### config.mk
export PLATFORM = sky130hd
export DESIGN_NAME = pc_sequencer
export DESIGN_NICKNAME = d
export VERILOG_FILES = /design/src/rtl/pc_sequencer.sv
export SDC_FILE = /design/constraint.sdc
export NUM_CORES = 1
export LEC_CHECK = 0
export ABC_CLOCK_PERIOD_IN_PS = 5700
export CORE_ASPECT_RATIO = 1.4
export CORE_MARGIN = 2
export CORE_UTILIZATION = 67
export CTS_BUF_LIST = sky130_fd_sc_hd__clkbuf_4 sky130_fd_sc_hd__clkbuf_8 sky130_fd_sc_hd__clkbuf_16
export CTS_CLUSTER_DIAMETER = 200
export DETAILED_ROUTE_END_ITERATION = 7
export DONT_BUFFER_PORTS = 1
export PLACE_DENSITY = 0.83
export SLEW_MARGIN = 5
export SYNTH_ARGS = -nofsm -noshare
export SYNTH_HDL_FRONTEND = slang
export SYNTH_SLANG_ARGS = --single-unit
### constraint.sdc
create_clock -name clk -period 5.7 [get_ports clk]
set_input_delay 0.285 -clock clk [delete_from_list [all_inputs] [get_ports clk]]
set_output_delay 0.285 -clock clk [all_outputs]
set_load 0.1 [all_outputs]
### src/rtl/pc_sequencer.sv
// Program-counter sequencer: configurable-width PC with conditional jumps/skips on
// the ALU flags and a hardware return-address stack for CALL/RET.
module pc_sequencer #(
  parameter int PC_W    = 10,
  parameter int STACK_D = 4,
  parameter int SP_W    = $clog2(STACK_D + 1)
) (
  input  logic            clk,
  input  logic            reset,
  input  logic            en,
  input  logic [2:0]      op,
  input  logic [PC_W-1:0] target,
  input  logic            zero,
  input  logic            carry,
  input  logic            clr_err,
  output logic [PC_W-1:0] pc,
  output logic [PC_W-1:0] npc,
  output logic [SP_W-1:0] sp,
  output logic            stack_empty,
  output logic            stack_full,
  output logic            overflow,
  output logic            underflow
);

  typedef enum logic [2:0] {
    OP_INC  = 3'b000,
    OP_JMP  = 3'b001,
    OP_JZ   = 3'b010,
    OP_JC   = 3'b011,
    OP_CALL = 3'b100,
    OP_RET  = 3'b101,
    OP_SKZ  = 3'b110,
    OP_HOLD = 3'b111
  } op_e;

  logic [STACK_D-1:0][PC_W-1:0] stack;
  logic [PC_W-1:0] inc, inc2, top;
  logic push, pop, ovf_set, unf_set;

  assign inc         = pc + PC_W'(1);
  assign inc2        = pc + PC_W'(2);
  assign stack_empty = (sp == '0);
  assign stack_full  = (sp == SP_W'(STACK_D));

  // Top of stack is entry sp-1; matching i+1 against sp avoids an sp-1 underflow at sp=0.
  always_comb begin
    top = '0;
    for (int i = 0; i < STACK_D; i++)
      if (SP_W'(i + 1) == sp) top = stack[i];
  end

  always_comb begin
    npc     = inc;
    push    = 1'b0;
    pop     = 1'b0;
    ovf_set = 1'b0;
    unf_set = 1'b0;
    case (op_e'(op))
      OP_INC:  npc = inc;
      OP_JMP:  npc = target;
      OP_JZ:   npc = zero  ? target : inc;
      OP_JC:   npc = carry ? target : inc;
      OP_CALL: begin
        if (stack_full) ovf_set = 1'b1;
        else begin
          push = 1'b1;
          npc  = target;
        end
      end
      OP_RET: begin
        if (stack_empty) unf_set = 1'b1;
        else begin
          pop = 1'b1;
          npc = top;
        end
      end
      OP_SKZ:  npc = zero ? inc2 : inc;
      OP_HOLD: npc = pc;
      default: npc = inc;
    endcase
  end

  always_ff @(posedge clk) begin
    if (!reset) begin
      pc        <= '0;
      sp        <= '0;
      overflow  <= 1'b0;
      underflow <= 1'b0;
    end else begin
      if (en) begin
        pc <= npc;
        if (push)     sp <= sp + SP_W'(1);
        else if (pop) sp <= sp - SP_W'(1);
      end
      // clr_err works even while stalled; a same-cycle set still wins
      overflow  <= (en & ovf_set) | (overflow  & ~clr_err);
      underflow <= (en & unf_set) | (underflow & ~clr_err);
    end
  end

  // Stack storage carries no reset; entries at or above sp are dead data.
  always_ff @(posedge clk) begin
    if (reset && en && push)
      for (int i = 0; i < STACK_D; i++)
        if (SP_W'(i) == sp) stack[i] <= inc;
  end

endmodule
* Yosys cells after proc, flatten, opt, wreduce, memory -nomap -nowiden
Cells that the tools add are included.
Storage, ports and cells: flip-flop bits (word level) 55, bits of input ports 19, output and inout port bits 27, logic and storage cells 61
Operators by class: add/sub/neg operators 4, equality and inequality tests 12, multiplexer cells 20, bitwise logic cells 7, reduce and logical (&&, ||, !) cells 10
Operators by type and width (number):
- $mux W10 | 9
- $pmux W10 S8 | 1
- $eq A3 B3 Y1 const B | 5
- $add A10 B1 Y10 const B | 1
- $add A10 B2 Y10 const B | 1
- $reduce_and A2 Y1 | 5
- $mux W1 | 8
- $eq A2 B3 Y1 const A | 2
- $eq A3 B2 Y1 const B | 2
- $logic_not A3 Y1 | 2
- $mux W3 | 2
- $and A1 B1 Y1 | 4
- $add A3 B1 Y3 const B | 1
- $eq A1 B3 Y1 const A | 1
- $eq A3 B1 Y1 const B | 1
- $eq A3 B3 Y1 const A | 1
- $sub A3 B1 Y3 const B | 1
- $logic_and A1 B1 Y1 | 2
- $or A1 B1 Y1 | 2
- $reduce_bool A2 Y1 | 1
- $not A1 Y1 | 1

* Logic depth before layout (Yosys ltp)
Gate-level depths: netlist (run 1).
depth after elaboration 7, mapped depth 10, depth with buffers taken out 9

* Worst setup path before layout (run 1)
Ideal clock, no wire load.
path type register to output, start point register sp[0], end point output npc[5], arrival 3.662 ns, required time 5.415 ns, path slack 1.753 ns, cell stages (with the launch flop) 11, buffers on the path 1, path through dfxtp_1 inv_1 ha_1 buf_4 nand2_2 inv_2 nor2_4 o21ai_1 nand3_1 nor3_1 nor2_1
Between the ends: elaborated cells on any way between the ends 13, classes of those cells eq/ne: 5; mux: 7; reduce/logical: 1
RTL lines:
- from (decl) | RTL line 18 | output logic [SP_W-1:0] sp,
- from (signal assigned) | RTL line 92 | if (push) sp <= sp + SP_W'(1);
- from (signal assigned) | RTL line 93 | else if (pop) sp <= sp - SP_W'(1);
- $eq A3 B3 Y1 | RTL line 43 | assign stack_full = (sp == SP_W'(STACK_D));
- via stack_full | RTL line 20 | output logic stack_full,
- $mux W10 | RTL line 64 | if (stack_full) ovf_set = 1'b1;
- $pmux W10 S8 | RTL line 58 | case (op_e'(op))
- to (decl) | RTL line 17 | output logic [PC_W-1:0] npc,
The timed path passes the listed nets, and every way through them passes these cells.

* Worst setup path after layout (run 1)
start point register sp[2], end point output npc[9]
Between the ends: word-level cells in the longest chain between the ends 7, elaborated cells on any way between the ends 13, classes of those cells eq/ne: 5; mux: 7; reduce/logical: 1
RTL lines:
- $eq A1 B3 Y1 | RTL line 49 | if (SP_W'(i + 1) == sp) top = stack[i];
- $mux W10 (4 in series) | RTL line 49
- $mux W10 | RTL line 71 | if (stack_empty) unf_set = 1'b1;
- $pmux W10 S8 (*) | RTL line 58
Mark *: on every way between the ends. The rest lies on a longest branch, timed or not.

==> summary.txt, run 1 <==
Outcome
  • Outcome: finished clean

Timing
  • Skew final: 0.007401 ns
  • Final hold vios: 0
  • Fmax achieved: 0.2718 GHz
  • Slew @ Worst Pin: 1.274 ns
  • Slew Limit Fails: 0
  • Fin Setup TNS: 0 ns
  • Rel. slew slack: 14.36%
  • Final setup viols: 0
  • RSZ-0062 raised after global routing: false
  • Crit path time final: 3.680 ns
  • Period utilisation layout: 64.56%
  • Final worst slack: 2.020 ns

Yosys
  • Xor-xnor portion of the synthesized cell area: 3.067%
  • Mapped Area: 3427 um2
  • Syn nets: 406
  • Compound-gate portion of the synthesized area: 23.15%
  • Sequential area share after synthesis: 43.81%
  • Unique masters post-synth: 65
  • Synth Register Bits: 55
  • Area share of and/or/nand/nor cells after synthesis: 21.29%
  • Main synth FF type: edfxtp_1
  • Largest family of logic cells by synthesized area: compound AO/OA/AOI/OAI gates
  • Synthesized-area fraction occupied by adder cells: 2.921%
  • Fraction of registers with async set/reset: 0%
  • Number of flops mapped to enable cells by yosys: 40
  • Mux share of post-synthesis cell area: 0%
  • Synth Warn #: 0
  • Cell count after synthesis: 379
  • Synth Area per Inst: 9.042 um2

Detailed routing
  • Vias: 2903
  • TritonRoute pass-1 iters: 6
  • ANT nets after route: 0
  • DR iter-0 viols: 274
  • DRC viols: 0
  • Routed vias/inst: 6.643
  • Total wire length: 9.127 mm
  • Wire per inst: 20.89 um

Finish
  • Multi-input gate area: 1743 um2
  • Layout cells sized above 1: 9.115%
  • Final nets: 399
  • N_diodes: 0
  • Fill count: 373
  • Area growth syn-to-layout: 4.527%
  • Register Area: 1501 um2

Worst hold path
  • Hold Crit Endpoint: pc[7]
  • Hold Path Origin: en
  • Worst hold path class: input port to flop
  • Hold path depth: 1

Global route
  • Global-route usage over all layers: 33.11%
  • Grt total ovfl: 0
  • M3 GR Usage: 4.453%
  • Largest net degree at the start of global routing: 30
  • Initial antenna violation count: 0
  • First-pass GRT wire length: 14.25 mm
  • Busiest grt layer: met2
  • Vias in the first global route: 2739
  • Met2 usage: 55.87%
  • GR Layer Usage met1: 43.04%

Worst setup path
  • Worst R2R End: pc[3]
  • Worst r2r src: sp[0]
  • CP Capture Type: output port
  • Crit path DAT: 3.39 ns
  • Critical path class: flop to output port
  • WP data required: 5.41 ns
  • Register-to-register setup slack: 2.35 ns
  • Critical Path Fanout Max: 18
  • Worst reg-to-reg path cell count: 10
  • Setup crit start kind: flop

Placed design
  • Port bufs: 0
  • Routability Congestion: 0.9344
  • Dpl ws: 2.378 ns
  • Final HPWL DP: 6.631 mm

Die
  • Die X-Extent: 64.45 um
  • Core footprint: 4880 um2
  • Top Ports: 46
  • Die ar.: 5711 um2
  • Starting Density: 70.23%
  • Std-Cell Rows: 30
  • Die height: 88.62 um

Power and ir drop
  • Leakage dissipation: 0.001276 uW
  • Pwr dens: 258.6 nW/um2
  • Peak supply drop: 0.0001921 V
  • Final Power: 926.3 uW

CTS
  • Clk Latency, worst-skew pair: 0.30 ns
  • Max Root-Sink Buffers: 2
  • Clock sink total: 55
  • CTS H-tree depth: 2
  • CTS Buf Count: 5
  • Clock Tree Root: clkbuf_8
  • Setup Buffers After CTS: 0
  • Clock transition at the registers of the reported paths: 0.10 ns
  • CTS tree: yes
  • Hold_buf cts: 0
  • CTS resizes: 0

Job
  • Max cap viols: 0
[critical path, stage by stage (launching register included)]
cell	delay (ns)
dfxtp_1	0.32
buf_4	0.40
inv_1	0.12
ha_1	0.41
nor4b_1	0.44
a221oi_1	0.13
a221oi_1	0.41
a221o_1	0.18
a21oi_1	0.05
inv_1	0.63
[through the flow]
step / cell area (um2) / hold slack [ns] / std cells / utilization (%)
after floorplan: 3427 / 0.4132 / 379 / -
after global placement: 3493 / 0.3798 / 429 / 71.59
after detailed placement: 3493 / 0.3847 / 429 / 71.59
after CTS: 3582 / 0.06019 / 437 / 73.41
after global routing: 3582 / 0.05471 / 437 / 73.41
final: 3582 / 0.06485 / 437 / 73.41
[worst max path at each step]
stage | startpoint | endpoint | slack (ns) | cells after the start
finish | sp[2] | npc[9] | 2.02 | 9
global route | sp[2] | npc[9] | 1.78 | 9
CTS | sp[2] | npc[9] | 2.03 | 9
detailed placement | sp[0] | pc[3] | 2.38 | 10
global placement | sp[0] | pc[3] | 2.43 | 10
floorplan | sp[0] | npc[5] | 1.75 | 10
[cells in the final DEF (no fill, tap or decap), types with 4 or more instances in the layout]
master,count
a21oi_1,27
a221oi_1,7
a22oi_1,5
and2_1,5
buf_4,13
clkbuf_8,5
dfxtp_1,15
edfxtp_1,40
ha_1,8
inv_1,18
nand2_1,46
nand2b_1,9
nand3_1,9
nand3b_1,7
nand4_1,4
nor2_1,24
nor2b_1,6
nor3_1,4
o21ai_0,33
o21ai_1,5
o221ai_1,4
xnor2_1,6
xor2_1,6
[Yosys cell counts (5+ instances only)]
cell type  count  area [um2]
a21oi_1       27       135.1
o21ai_1        5       25.02
o21ai_0       33       165.2
nand2_1       46       172.7
dfxtp_1       15       300.3
inv_1         18       67.56
xnor2_1        6       52.55
and2_1         5       31.28
clkbuf_1      11       41.29
edfxtp_1      40        1201
nand3_1        9       45.04
ha_1           8       100.1
xor2_1         6       52.55
a221oi_1       7       61.31
nor2b_1        6       37.54
a22oi_1        5       37.54
buf_2         14       70.07
nand2b_1       9       56.30
nor2_1        25       93.84
nand3b_1       7       52.55
[sequential cells by signal, summed over array words and instances, names as in the netlist]
name and count:
pc 10, sp 3, overflow 1, stack 40, underflow 1
[kinds of logic (layout without fill, tap and decap cells)]
group	count (synthesis)	after routing
AND/OR/NAND/NOR	140	140
buffers and inverters	46	40
XOR/XNOR	12	12
adder cells (fa/ha/maj)	8	8
flip-flops	55	55
AO/OA/AOI/OAI	118	118
[power by group]
| part | internal, uW | switching (uW) |
|---|---|---|
| Clock | 86.1 | 128 |
| Sequential | 439 | 16.6 |
| Combinational | 52.3 | 205 |
[layout make-up]
type | instances | share of cell area (%)
sequential | 55 | 41.91
clock inverter | 3 | 0.5589
timing repair buffer | 13 | 2.724
multi-input combinational | 278 | 48.66
tap | 64 | 2.235
clock buffer | 5 | 1.921
inverter | 19 | 1.991
[routing by layer]
| metal | vias to the layer above | part of all wire [%] |
|---|---|---|
| met5 | - | 0 |
| met4 | 0 | 3.3 |
| met3 | 25 | 6.2 |
| met2 | 149 | 51 |
| met1 | 1363 | 39 |
| li1 | 1366 | - |
(Power assumes the default switching activity.)
==> run 2: changes to the inputs <==
Settings changed: ABC_CLOCK_PERIOD_IN_PS 5700 to 3600, CORE_UTILIZATION 67 to 64, PLACE_DENSITY 0.83 to 0.8.
Clock period 5.7 ns to 3.6 ns, I/O delays scaled along.
==> run 2 against run 1 <==
- clock power increased by 97%
- final cell count increased by 5.0%
- setup slack got worse by 1.5 ns
- die area increased by 4.4%
- worst hold slack got worse by 0.058 ns
- non-clock buffer count increased by 20
- clock-buffer cell count increased by 1
- first-iteration DRC count increased by 34%
- power increased by 74%
- clock skew decreased by 0.0014 ns
- sequential power increased by 57%
- critical path type unchanged
- critical endpoint unchanged
- largest cell class unchanged
==> summary.txt, run 2 (same netlist as run 1, synthesis figures left out) <==
Timing
  • RSZ-0062 raised after global routing: false (unchanged)
  • Hold_ws: 0.007210 ns (was 0.06485 ns)
  • Skew final: 0.005974 ns (was 0.007401 ns)
  • Rel. slew slack: 35.01% (was 14.36%)
  • Slew @ Worst Pin: 0.9735 ns (was 1.274 ns)
  • Slew Limit Fails: 0 (unchanged)
  • Final hold vios: 0 (unchanged)
  • Final setup viols: 0 (unchanged)
  • Fmax achieved: 0.3238 GHz
  • Crit path time final: 3.088 ns
  • Fin Setup TNS: 0 ns (unchanged)
  • Period utilisation layout: 85.78%

Worst setup path
  • Critical Path Fanout Max: 19 (was 18)
  • Crit path DAT: 2.91 ns (was 3.39 ns)
  • Crit path cell chain: inv_1 > ha_1 > nor4b_1 > a221oi_1 > a221oi_1 > a221o_1 > a21oi_1 > inv_1 > buf_12 (was buf_4 > inv_1 > ha_1 > nor4b_1 > a221oi_1 > a221oi_1 > a221o_1 > a21oi_1 > inv_1)
  • Delay-heaviest family, CP: compound AO/OA/AOI/OAI gates (was buffers and inverters)
  • Buf/Inv on CP: 3 (unchanged)
  • Slowest CP cell: nor4b_1 (was inv_1)
  • Crit. Startpoint: sp[0] (was sp[2])
  • Critical path class: flop to output port (unchanged)
  • Worst r2r src: sp[0] (unchanged)
  • Setup crit start kind: flop (unchanged)
  • CP Capture Type: output port (unchanged)
  • Max incr delay on CP: 0.49 ns (was 0.63 ns)
  • WP data required: 3.42 ns (was 5.41 ns)

Detailed routing
  • DRC viols: 0 (unchanged)
  • Wl on met1: 3.675 mm (was 3.596 mm)
  • ANT nets after route: 0 (unchanged)
  • Met3 Routed Length: 949 um (was 569 um)
  • DR iter-0 viols: 367 (was 274)
  • Wire per inst: 22.02 um (was 20.89 um)
  • Vias: 3190 (was 2903)
  • Total wire length: 10.11 mm (was 9.127 mm)
  • Routed vias/inst: 6.950 (was 6.643)
  • Highest metal layer with signal wires: met4 (unchanged)
  • TritonRoute pass-1 iters: 5 (was 6)
  • DR WL met2: 5.035 mm (was 4.663 mm)

CTS
  • CTS tree: yes (unchanged)
  • CTS H-tree depth: 2 (unchanged)
  • Clock sink total: 55 (unchanged)
  • CTS Buf Count: 5 (unchanged)
  • Clock Tree Root: clkbuf_8 (unchanged)
  • Clock transition at the registers of the reported paths: 0.10 ns (about the same)
  • Max Root-Sink Buffers: 2 (unchanged)
  • Clk Latency, worst-skew pair: 0.31 ns (was 0.30 ns)
  • Setup Buffers After CTS: 0 (unchanged)

Finish
  • Max FFs per register: 40 (unchanged)
  • Multi-input gate area: 1743 um2 (unchanged)
  • Most frequent cells in the layout: nand2_1 (46), edfxtp_1 (40), o21ai_0 (33) (unchanged)
  • Area growth syn-to-layout: 12.49% (was 4.527%)
  • Final std cells w/o fill: 459 (was 437)
  • Register Area: 1501 um2 (unchanged)
  • Final nets: 419 (was 399)
  • Fill count: 382 (was 373)
  • N_diodes: 0 (unchanged)
  • Biggest regs: stack: 40 flops, pc: 10 flops, sp: 3 flops (unchanged)
  • Largest register by flop count: stack (unchanged)
  • Layout cells sized above 1: 13.23% (was 9.115%)
  • Most common cell after layout, fill and taps aside: nand2_1 (unchanged)

Power and ir drop
  • Pwr dens: 418.5 nW/um2 (was 258.6 nW/um2)
  • Leakage dissipation: 0.001417 uW (was 0.001276 uW)
  • Peak supply drop: 0.0003044 V (was 0.0001921 V)

Placed design
  • Final HPWL DP: 7.118 mm (was 6.631 mm)
  • Port bufs: 0 (unchanged)
  • Post-placement cell count: 448 (was 429)
  • Routability Congestion: 0.9473 (was 0.9344)

Die
  • Std-Cell Rows: 31 (was 30)
  • Top Ports: 46 (unchanged)
  • Die height: 90.59 um (was 88.62 um)
  • Starting Density: 66.43% (was 70.23%)
  • Core footprint: 5159 um2 (was 4880 um2)
  • Die ar.: 5965 um2 (was 5711 um2)
  • Die X-Extent: 65.85 um (was 64.45 um)

Global route
  • Initial antenna violation count: 0 (unchanged)
  • Largest net degree at the start of global routing: 30 (unchanged)
  • Global-route usage over all layers: 35.26% (was 33.11%)
  • First-pass GRT wire length: 16.03 mm (was 14.25 mm)
  • Grt total ovfl: 0 (unchanged)
  • Vias in the first global route: 3138 (was 2739)

Outcome
  • Outcome: finished clean (unchanged)

Worst hold path
  • Worst hold path class: input port to flop (unchanged)
  • Hold Path Origin: reset (was en)

Job
  • Max cap viols: 0 (unchanged)
-- run 2: cell count changes in the layout (fill, tap and decap cells not counted), sizes merged --
cell	before	now
buf	13	30
bufinv	0	1
clkbuf	5	6
clkinv	2	0
dlygate4sd3	0	3
-- run 2: per-stage QoR --
stage	setup slack [ns]	total power [uW]	utilization (%)	area (um2)
6_report	0.5118	1613	74.73	3855
5_1_grt	0.3553	1657	74.73	3855
4_1_cts	0.5850	1610	74.73	3855
3_5_place_dp	0.9467	1194	71.94	3711
3_3_place_gp	1.117	1187	71.94	3711
2_1_floorplan	0.02561	1088	-	3436
-- run 2: final timing paths --
check             endpoint  cells after the start  slack [ns]
setup / recovery    npc[9]                      9        0.51
hold / removal    overflow                      1       0.007
setup reg to reg     pc[9]                      9        0.55
hold reg to reg      sp[1]                      2        0.59
-- run 2: worst reg2reg max path, stage by stage (launching register included) --
cell	delay [ns]
dfxtp_1	0.41
inv_1	0.12
ha_1	0.43
nor4b_1	0.49
a221oi_1	0.16
a221oi_1	0.46
a221o_1	0.18
a21oi_1	0.05
a21oi_1	0.16
dlygate4sd3_1	0.55
-- run 2: final cells by class --
cell class | instances | area share, %
Sequential cell | 55 | 38.95
Inverter | 19 | 1.850
Multi-Input combinational cell | 278 | 45.21
Clock buffer | 6 | 1.980
Clock inverter | 2 | 0.9737
Tap cell | 66 | 2.142
Timing Repair Buffer | 33 | 8.893
-- run 2: timing repair --
action,in CTS,in global routing
endpoints found under the hold margin,10,0
setup endpoints to repair,0,0
hold buffers,3,0
gates resized for setup,0,0
-- run 2: per-layer routing --
layer  global-route usage (%)  up-vias
met5                        0        -
met4                    14.93        0
met3                    5.736       49
met2                    59.01      229
met1                    44.27     1493
li1                         -     1419
-- run 2: power breakdown --
group,switching [uW],total [uW],internal [uW]
clock,205,421,215
sequential,18.3,713,695
combinational,347,479,132
==> run 3: changes to the inputs <==
Settings changed: PLACE_DENSITY 0.8 to unset, PLACE_DENSITY_LB_ADDON set to 0.2.
==> run 3 against run 2 <==
- first-iteration DRC count down 8.7%
- power about the same
- largest cell class unchanged
- sequential power about the same
- clock-buffer cell count unchanged
==> summary.txt, run 3 (same netlist as run 1, synthesis figures left out) <==
Outcome
  • Outcome: finished clean (unchanged)

Worst setup path
  • Critical path class: flop to output port (unchanged)
  • Crit path DAT: 2.85 ns (was 2.91 ns)
  • Max incr delay on CP: 0.51 ns (was 0.49 ns)
  • WP data required: 3.42 ns (about the same)
  • CP Capture Type: output port (unchanged)
  • Setup crit start kind: flop (unchanged)
  • Slowest CP cell: nor4b_1 (unchanged)
  • Crit path cell chain: ha_1 > ha_1 > nor4b_1 > a221oi_1 > a221oi_1 > a221o_1 > a21oi_1 > inv_1 > buf_12 (was inv_1 > ha_1 > nor4b_1 > a221oi_1 > a221oi_1 > a221o_1 > a21oi_1 > inv_1 > buf_12)
  • Critical Path Fanout Max: 15 (was 19)

Global route
  • Initial antenna violation count: 0 (unchanged)
  • Vias in the first global route: 3084 (was 3138)
  • Largest net degree at the start of global routing: 30 (unchanged)
  • Grt total ovfl: 0 (unchanged)
  • Global-route usage over all layers: 35.27% (was 35.26%)
  • First-pass GRT wire length: 15.77 mm (was 16.03 mm)

Finish
  • Most frequent cells in the layout: nand2_1 (46), edfxtp_1 (40), o21ai_0 (33) (unchanged)
  • Layout cells sized above 1: 12.79% (was 13.23%)
  • Max FFs per register: 40 (unchanged)
  • Fill count: 359 (was 382)
  • Biggest regs: stack: 40 flops, pc: 10 flops, sp: 3 flops (unchanged)
  • N_diodes: 0 (unchanged)
  • Final nets: 417 (was 419)
  • Largest register by flop count: stack (unchanged)
  • Multi-input gate area: 1743 um2 (unchanged)
  • Area growth syn-to-layout: 12.05% (was 12.49%)
  • Most common cell after layout, fill and taps aside: nand2_1 (unchanged)
  • Register Area: 1501 um2 (unchanged)

Detailed routing
  • DR iter-0 viols: 335 (was 367)
  • Total wire length: 9.900 mm (was 10.11 mm)
  • Vias: 3083 (was 3190)
  • Routed vias/inst: 6.746 (was 6.950)
  • TritonRoute pass-1 iters: 5 (unchanged)
  • Wire per inst: 21.66 um (was 22.02 um)
  • ANT nets after route: 0 (unchanged)
  • DRC viols: 0 (unchanged)

Timing
  • Crit path time final: 3.031 ns (was 3.088 ns)
  • Fmax achieved: 0.3299 GHz (was 0.3238 GHz)
  • Skew final: 0.007271 ns (was 0.005974 ns)
  • Slew @ Worst Pin: 1.003 ns (was 0.9735 ns)
  • RSZ-0062 raised after global routing: false (unchanged)
  • Period utilisation layout: 84.20% (was 85.78%)
  • Final setup viols: 0 (unchanged)
  • Fin Setup TNS: 0 ns (unchanged)
  • Slew Limit Fails: 0 (unchanged)
  • Rel. slew slack: 32.23% (was 35.01%)
  • Final hold vios: 0 (unchanged)
  • Hold_ws: 0.004356 ns (was 0.007210 ns)

Die
  • Die X-Extent: 65.85 um (unchanged)
  • Die height: 90.59 um (unchanged)
  • Std-Cell Rows: 31 (unchanged)
  • Die ar.: 5965 um2 (unchanged)
  • Starting Density: 66.43% (unchanged)
  • Top Ports: 46 (unchanged)
  • Core footprint: 5159 um2 (unchanged)

CTS
  • Max Root-Sink Buffers: 2 (unchanged)
  • CTS H-tree depth: 2 (unchanged)
  • Clock Tree Root: clkbuf_8 (unchanged)
  • Clock sink total: 55 (unchanged)
  • CTS resizes: 0 (unchanged)
  • CTS tree: yes (unchanged)
  • Clock transition at the registers of the reported paths: 0.10 ns (about the same)
  • Clk Latency, worst-skew pair: 0.31 ns (about the same)
  • CTS Buf Count: 5 (unchanged)

Job
  • Max cap viols: 0 (unchanged)

Placed design
  • Port bufs: 0 (unchanged)
  • Routability Congestion: 1.011 (was 0.9473)
  • Final HPWL DP: 7.109 mm (was 7.118 mm)

Power and ir drop
  • Leakage dissipation: 0.001406 uW (was 0.001417 uW)
  • Pwr dens: 420.2 nW/um2 (was 418.5 nW/um2)
  • Peak supply drop: 0.0002732 V (was 0.0003044 V)

Worst hold path
  • Worst hold path class: input port to flop (unchanged)
==> run 3: cell count changes in the layout (fill, tap and decap cells not counted), sizes merged <==
cell  previous run  this run
buf             30        28
==> run 3: area by class of cell <==
| class | count | area share (%) |
|---|---|---|
| clock buffers | 6 | 1.988 |
| flip-flops and latches | 55 | 39.10 |
| clock inverters | 2 | 0.9775 |
| inverters | 19 | 1.857 |
| repair buffers | 31 | 8.537 |
| multi-input cells | 278 | 45.39 |
| well taps | 66 | 2.151 |
==> run 3: worst paths after layout <==
kind | startpoint | to | slack, ns | depth (start not counted)
worst min register to register | sp[1] | sp[1] | 0.58 | 2
worst max-delay path | sp[0] | npc[9] | 0.57 | 9
worst max register to register | sp[1] | pc[7] | 0.78 | 8
worst min-delay path | reset | pc[9] | 0.004 | 2
==> run 3: critical path, delay by kind of cell (launching register included) <==
kind	cells	cell delay, ns
AOI/OAI and AO/OA	4	0.79
adders and majority gates	2	0.59
buffers and inverters	2	0.29
DFF	1	0.35
and+or+nand+nor	1	0.51
==> run 3: per-stage QoR <==
step                cell area (um2)  worst slack (ns)  power, uW  std cells  utilization, %
detailed placement             3696            0.9636       1192        446           71.65
floorplan                      3436           0.02561       1088        379               -
global route                   3840            0.3608       1664        457           74.44
CTS                            3840            0.5959       1610        457           74.44
global placement               3696             1.098       1185        446           71.65
finish                         3840            0.5688       1614        457           74.44
==> run 3: repair_timing <==
item,4_1_cts,5_1_grt
buffers inserted,0,0
hold endpoints to repair,9,0
hold buffers,3,0
==> run 3: metal layers <==
layer	part of all wire, %	track usage (%)	wire [um]
met1	38	43.44	3810
met3	7.7	7.232	763
met2	50	58.75	4930
met4	4.0	15.10	395
met5	0	0	0
==> run 3: where the power goes <==
group | total, uW | switching [uW] | leakage (uW) | internal [uW]
registers | 710 | 14.8 | 0.000483 | 695
clock network | 426 | 210 | 0.0000548 | 216
logic | 478 | 347 | 0.000868 | 132
